$ cat src/rtl/sys_arr_pkg.sv
// Shared state encoding, defaults and load-port select codes for the array operand feeder.
package sys_arr_pkg;

   typedef enum logic [1:0] {IDLE, CLR, FEED, DONE} state_t;

   localparam int DW_DEFAULT = 8;
   localparam int N_DEFAULT  = 4;

   localparam logic SEL_A = 1'b0;
   localparam logic SEL_B = 1'b1;

   // Feed window: N operands plus the diagonal stagger when the array registers forwarding.
   function automatic int feed_len(input int n, input int skew);
      return n + skew * (2 * n - 2);
   endfunction

endpackage

$ cat src/rtl/sys_arr_feeder_if.sv
// Operand load port (valid/ready write of one A or B element per accepted cycle).
interface sys_arr_feeder_if import sys_arr_pkg::*; #(
   parameter int N  = N_DEFAULT,
   parameter int DW = DW_DEFAULT
);
   localparam int AW = $clog2(N);

   logic          wr_valid;
   logic          wr_ready;
   logic          wr_sel;
   logic [2*AW-1:0] wr_addr;
   logic [DW-1:0] wr_data;

   modport master (output wr_valid, wr_sel, wr_addr, wr_data, input wr_ready);
   modport slave  (input wr_valid, wr_sel, wr_addr, wr_data, output wr_ready);

endinterface

$ cat src/rtl/sys_arr_op_buf.sv
// NxN operand register file: one write port, N parallel read ports (one per lane).
module sys_arr_op_buf import sys_arr_pkg::*; #(
   parameter int N         = N_DEFAULT,
   parameter int DW        = DW_DEFAULT,
   parameter bit COL_MAJOR = 1'b0,
   localparam int AW       = $clog2(N)
) (
   input  logic                  CLK,
   input  logic                  we,
   input  logic [AW-1:0]         wrow,
   input  logic [AW-1:0]         wcol,
   input  logic [DW-1:0]         wdata,
   input  logic [N-1:0][AW-1:0]  rd_idx,
   output logic [N-1:0][DW-1:0]  rd_data
);

   logic [DW-1:0] mem [N][N];

   always_ff @(posedge CLK) begin
      if (we) mem[wrow][wcol] <= wdata;
   end

   // Row-major ports serve A (lane p = row p); column-major ports serve B (lane p = column p).
   for (genvar p = 0; p < N; p++) begin : g_rd
      if (COL_MAJOR) begin : g_col
         assign rd_data[p] = mem[rd_idx[p]][p];
      end else begin : g_row
         assign rd_data[p] = mem[p][rd_idx[p]];
      end
   end

endmodule

$ cat src/rtl/sys_arr_feeder.sv
// Operand feeder for an NxN output-stationary MAC array: clear, skewed edge stream, done pulse.
module sys_arr_feeder import sys_arr_pkg::*; #(
   parameter int N    = N_DEFAULT,
   parameter int DW   = DW_DEFAULT,
   parameter int SKEW = 0
) (
   input  logic            CLK,
   input  logic            rst,
   sys_arr_feeder_if.slave ld,
   input  logic            start,
   output logic            busy,
   output logic            done,
   output logic            arr_clr,
   output logic            arr_en,
   output logic [N*DW-1:0] a_edge,
   output logic [N*DW-1:0] b_edge
);

   localparam int AW = $clog2(N);
   localparam int T  = feed_len(N, SKEW);
   localparam int CW = $clog2(T + 1);

   state_t                 state;
   logic [CW-1:0]          t;
   logic                   rdy;
   logic                   we;
   logic [CW-1:0]          nt;
   int                     k;
   logic [N-1:0][AW-1:0]   lane_idx;
   logic [N-1:0]           lane_ok;
   logic [N-1:0][DW-1:0]   a_rd;
   logic [N-1:0][DW-1:0]   b_rd;
   logic [N*DW-1:0]        a_nxt;
   logic [N*DW-1:0]        b_nxt;

   assign ld.wr_ready = rdy;
   assign we          = ld.wr_valid && rdy;

   sys_arr_op_buf #(.N(N), .DW(DW), .COL_MAJOR(1'b0)) u_abuf (
      .CLK     (CLK),
      .we      (we && (ld.wr_sel == SEL_A)),
      .wrow    (ld.wr_addr[2*AW-1:AW]),
      .wcol    (ld.wr_addr[AW-1:0]),
      .wdata   (ld.wr_data),
      .rd_idx  (lane_idx),
      .rd_data (a_rd)
   );

   sys_arr_op_buf #(.N(N), .DW(DW), .COL_MAJOR(1'b1)) u_bbuf (
      .CLK     (CLK),
      .we      (we && (ld.wr_sel == SEL_B)),
      .wrow    (ld.wr_addr[2*AW-1:AW]),
      .wcol    (ld.wr_addr[AW-1:0]),
      .wdata   (ld.wr_data),
      .rd_idx  (lane_idx),
      .rd_data (b_rd)
   );

   // Edges are registered, so the buffers are read for the step being entered (CLR loads t=0).
   always_comb begin
      nt       = (state == FEED) ? t + CW'(1) : '0;
      k        = 0;
      lane_idx = '0;
      lane_ok  = '0;
      for (int unsigned i = 0; i < N; i++) begin
         k           = int'(nt) - SKEW * int'(i);
         lane_ok[i]  = (k >= 0) && (k < N);
         lane_idx[i] = AW'(k);
      end
   end

   always_comb begin
      a_nxt = '0;
      b_nxt = '0;
      for (int unsigned i = 0; i < N; i++) begin
         a_nxt[i*DW +: DW] = lane_ok[i] ? a_rd[i] : '0;
         b_nxt[i*DW +: DW] = lane_ok[i] ? b_rd[i] : '0;
      end
   end

   always_ff @(posedge CLK) begin
      if (rst) begin
         state   <= IDLE;
         t       <= '0;
         rdy     <= 1'b1;
         busy    <= 1'b0;
         done    <= 1'b0;
         arr_clr <= 1'b0;
         arr_en  <= 1'b0;
         a_edge  <= '0;
         b_edge  <= '0;
      end else begin
         case (state)
            IDLE: begin
               if (start) begin
                  state   <= CLR;
                  rdy     <= 1'b0;
                  busy    <= 1'b1;
                  arr_clr <= 1'b1;
               end
            end
            CLR: begin
               state   <= FEED;
               t       <= '0;
               arr_clr <= 1'b0;
               arr_en  <= 1'b1;
               a_edge  <= a_nxt;
               b_edge  <= b_nxt;
            end
            FEED: begin
               if (t == CW'(T - 1)) begin
                  state  <= DONE;
                  arr_en <= 1'b0;
                  done   <= 1'b1;
                  a_edge <= '0;
                  b_edge <= '0;
               end else begin
                  t      <= nt;
                  a_edge <= a_nxt;
                  b_edge <= b_nxt;
               end
            end
            DONE: begin
               state <= IDLE;
               done  <= 1'b0;
               busy  <= 1'b0;
               rdy   <= 1'b1;
            end
            default: state <= IDLE;
         endcase
      end
   end

endmodule

$ cat src/flat_wrapper.sv
// flat-port wrapper written by rule: the top's interface ports become plain ports
module sys_arr_feeder_flat import sys_arr_pkg::*;
#(
   parameter int N    = N_DEFAULT,
   parameter int DW   = DW_DEFAULT,
   parameter int SKEW = 0
)
  (CLK, rst, start, busy, done, arr_clr, arr_en, a_edge, b_edge, ld_wr_valid, ld_wr_sel, ld_wr_addr, ld_wr_data, ld_wr_ready);
  sys_arr_feeder_if #(.N(N), .DW(DW)) ld_i ();
  input  logic CLK;
  input  logic rst;
  input  logic start;
  output logic busy;
  output logic done;
  output logic arr_clr;
  output logic arr_en;
  output logic [N*DW-1:0] a_edge;
  output logic [N*DW-1:0] b_edge;
  input wire logic [$bits(ld_i.wr_valid)-1:0] ld_wr_valid;
  input wire logic [$bits(ld_i.wr_sel)-1:0] ld_wr_sel;
  input wire logic [$bits(ld_i.wr_addr)-1:0] ld_wr_addr;
  input wire logic [$bits(ld_i.wr_data)-1:0] ld_wr_data;
  output wire logic [$bits(ld_i.wr_ready)-1:0] ld_wr_ready;
  assign ld_i.wr_valid = ld_wr_valid;
  assign ld_i.wr_sel = ld_wr_sel;
  assign ld_i.wr_addr = ld_wr_addr;
  assign ld_i.wr_data = ld_wr_data;
  assign ld_wr_ready = ld_i.wr_ready;
  sys_arr_feeder #(.N(N), .DW(DW), .SKEW(SKEW)) u_core (.CLK(CLK), .rst(rst), .ld(ld_i), .start(start), .busy(busy), .done(done), .arr_clr(arr_clr), .arr_en(arr_en), .a_edge(a_edge), .b_edge(b_edge));
endmodule
$ cat config.mk
export PLATFORM = sky130hd
export DESIGN_NAME = sys_arr_feeder_flat
export DESIGN_NICKNAME = d
export VERILOG_FILES = /design/src/rtl/sys_arr_pkg.sv /design/src/rtl/sys_arr_feeder_if.sv /design/src/rtl/sys_arr_op_buf.sv /design/src/rtl/sys_arr_feeder.sv /design/src/flat_wrapper.sv
export SDC_FILE = /design/constraint.sdc
export NUM_CORES = 1
export LEC_CHECK = 0
export BUFFER_PORTS_ARGS = -buffer_cell sky130_fd_sc_hd__buf_4
export CORE_UTILIZATION = 55
export DETAILED_ROUTE_END_ITERATION = 16
export HOLD_SLACK_MARGIN = 0.1
export PLACE_DENSITY = 0.74
export SKIP_LAST_GASP = 1
export SLEW_MARGIN = 20
export SYNTH_ARGS = -nofsm -noshare
export SYNTH_HDL_FRONTEND = slang
export SYNTH_HIERARCHICAL = 1
export SYNTH_SLANG_ARGS = --single-unit
$ cat constraint.sdc
create_clock -name CLK -period 2.7 [get_ports CLK]
set_input_delay 0 -clock CLK [delete_from_list [all_inputs] [get_ports CLK]]
set_output_delay 0 -clock CLK [all_outputs]
set_load 0.02 [all_outputs]
==> results.sh <==
export IMPL_status="completed"
export IMPL_whs_ps=268
export IMPL_yosys_warnings=6
export IMPL_synth_flop_cell="edfxtp_1"
export IMPL_p_per_area_mw_per_mm2=1040
export IMPL_tightest_slew_ps=890
export IMPL_placed_cell_area_mm2=0.0131
export IMPL_dp_slack_ps=454
export IMPL_fp_dieW_um=150
export IMPL_grt_max_degree=65
export IMPL_end_kind="flop"
export IMPL_worst_slack_ps=463
export IMPL_synthesis_area_mm2=0.0120
export IMPL_ant_nets=0
export IMPL_setup_viol=0
export IMPL_power_leakage_nw=4.94
export IMPL_cts_max_path_buffers=3
export IMPL_ios=86
export IMPL_nFillCells=1357
export IMPL_drc_errors=0
export IMPL_grt_pass1_vias=6515
export IMPL_fin_crit_sh_pct=82.8
export IMPL_ir_drop_uv=743
export IMPL_globalRouteOverflowTotal=0
export IMPL_die_area_mm2=0.0224
export IMPL_numCtsBuffers=34
export IMPL_syn2layout_area_growth_pct=20.4
export IMPL_synth_edf_count=256
export IMPL_portBuffers=85
export IMPL_yosys_area_top_type="edfxtp_1"
export IMPL_drive_above_1_share_pct=31.8
export IMPL_final_net_count=750
export IMPL_synth_avg_cell_area_um2=20.4
export IMPL_tns_ps=0
export IMPL_antenna_found_initial=0
export IMPL_maxCapViolations=0
export IMPL_coreArea_mm2=0.0212
export IMPL_grtUsageTotal_pct=22.7
export IMPL_dieHeight_um=150
export IMPL_clock_sinks=330
export IMPL_initial_utilization_pct=56.5
export IMPL_period_minus_slack_ps=2240
export IMPL_rsz0062_at_grt="false"
export IMPL_final_max_slew_viol_count=0
export IMPL_holdCritPathClass="in -> reg"
export IMPL_ys_ff_latch=330
export IMPL_ys_async_sr_fraction_pct=0
export IMPL_dr_total_vias=6176
export IMPL_cts_htree_levels=2
export IMPL_hold_viol=0
export IMPL_ys_types=31
export IMPL_drt_iter0_drc=418
export IMPL_avgRoutedWirePerCell_um=23.4
export IMPL_dp_cells=950
export IMPL_synthesis_instances=588
export IMPL_rows=53
export IMPL_synth_top_cell_area_share_pct=64.1
export IMPL_fin_cells=1027
export IMPL_fin_worst_skew_ps=18.7
export IMPL_first_pass_iters=5
export IMPL_dp_hpwl_mm=13.6
export IMPL_maxSlewHeadroom_pct=40.5
export IMPL_max_freq_mhz=447
export IMPL_arrival_ps=2650
export IMPL_worstPathRequired_ps=3110
export IMPL_antenna_cells=0
export IMPL_final_area_mm2=0.0144
export IMPL_clk_pin_slew_ps=60
export IMPL_cts_root_buffer="clkbuf_16"
export IMPL_routabilityCongestion=0.817
export IMPL_synth_area_top_cells="edfxtp_1, dfxtp_1, mux4_2"
export IMPL_wl_mm=24.0
export IMPL_postCtsSetupBuffers=0
export IMPL_path_max_fanout=10
export IMPL_cts_tree="built"
export IMPL_seq_area_frac_synth_pct=76.5
export IMPL_criticalPathCategory="reg -> reg"
export IMPL_setup_worst_path_start_class="flop"
export IMPL_syn_num_nets=612
export IMPL_routed_via_density=6.01
export IMPL_clk_latency_ps=520
export IMPL_grt_first_pass_wirelength_mm=36.7
report_power, final:
group          switching [mW]  leakage [nW]  internal, mW
clock                    1.86         0.586          3.10
combinational            1.90          1.45          1.73
sequential              0.378          2.91          6.02
total                    4.14          4.94          10.9
path summary, 6_finish.rpt:
kind         depth (start not counted)  slack [ps]                      end             start
max                                  6         460        u_core/a_edge[30]   u_core/state[0]
min                                  5         270  u_core/u_abuf/mem[1][6]         ld_wr_sel
max reg2reg                          6         460        u_core/a_edge[30]   u_core/state[0]
min reg2reg                          1         470         u_core/a_edge[7]  u_core/a_edge[7]
critical path, cell delays in order (launching register included):
cell	delay, ps
dfxtp_1	340
inv_1	110
ha_1	180
nor2b_4	470
buf_4	280
mux4_2	530
a22o_1	220
registers in the layout (all words and copies together) (netlist names), 2 cells and up:
signal and flops:
u_core/a_edge 32, u_core/state 2, u_core/t 3, u_core/u_bbuf/mem 128, u_core/b_edge 32, u_core/u_abuf/mem 128
cells in the final DEF, fill, tap and decap left out, types with 5 or more instances in the layout:
cell type,n
clkbuf_1,8
dfxtp_1,74
mux4_2,64
nand2_1,5
buf_4,110
edfxtp_1,256
nor2_1,29
clkbuf_16,37
a21oi_1,6
inv_1,5
bufinv_16,6
ha_1,7
a22o_1,64
dlygate4sd3_1,15
clkinv_2,6
buf_12,7
nand2b_1,10
nor3_1,8
per-layer routing:
layer | track usage, % | vias to the layer above | wire length (um)
met5 | 0 | - | 0
met1 | 28.9 | 3171 | 9650
met4 | 10.0 | 0 | 674
met3 | 5.40 | 51 | 1690
li1 | - | 2679 | -
met2 | 37.2 | 275 | 12000
cell type report:
type                            instances  area [um^2]  area share, %
Timing Repair Buffer                  132         1120           7.73
Sequential cell                       330         9170           63.5
Clock inverter                         16          229           1.59
Tap cell                              275          344           2.38
Clock buffer                           46          970           6.72
Multi-Input combinational cell        223         2580           17.9
Inverter                                5         18.8          0.130
stage by stage:
stage | total power [mW] | util [%]
floorplan | 8.75 | -
global placement | 10.0 | 61.7
detailed placement | 10.1 | 61.7
CTS | 15.1 | 68.0
global route | 15.6 | 68.0
finish | 15.0 | 68.0
repair_timing:
item | CTS | global route
endpoints found under the hold margin | 295 | 0
hold buffers | 15 | 0
resized for setup | 0 | 0
synthesized netlist by cell type (6+ instances only):
cell type	instances
buf_6	14
edfxtp_1	256
nor3_1	8
a22o_1	64
dfxtp_1	74
ha_1	7
mux4_2	64
nand2b_1	10
a21oi_1	6
nor2_1	29
clkbuf_1	7
clkbuf_2	8
cell families (layout without fill, tap and decap cells):
family,Yosys count,after routing,synth area share (%)
DFF,330,330,76.5
AOI/OAI and AO/OA,81,81,5.68
and+or+nand+nor,71,71,3.02
muxes,64,64,12.0
buffers and inverters,35,199,2.07
adders and majority gates,7,7,0.731
Note: power is estimated with default switching activity, not from simulation.
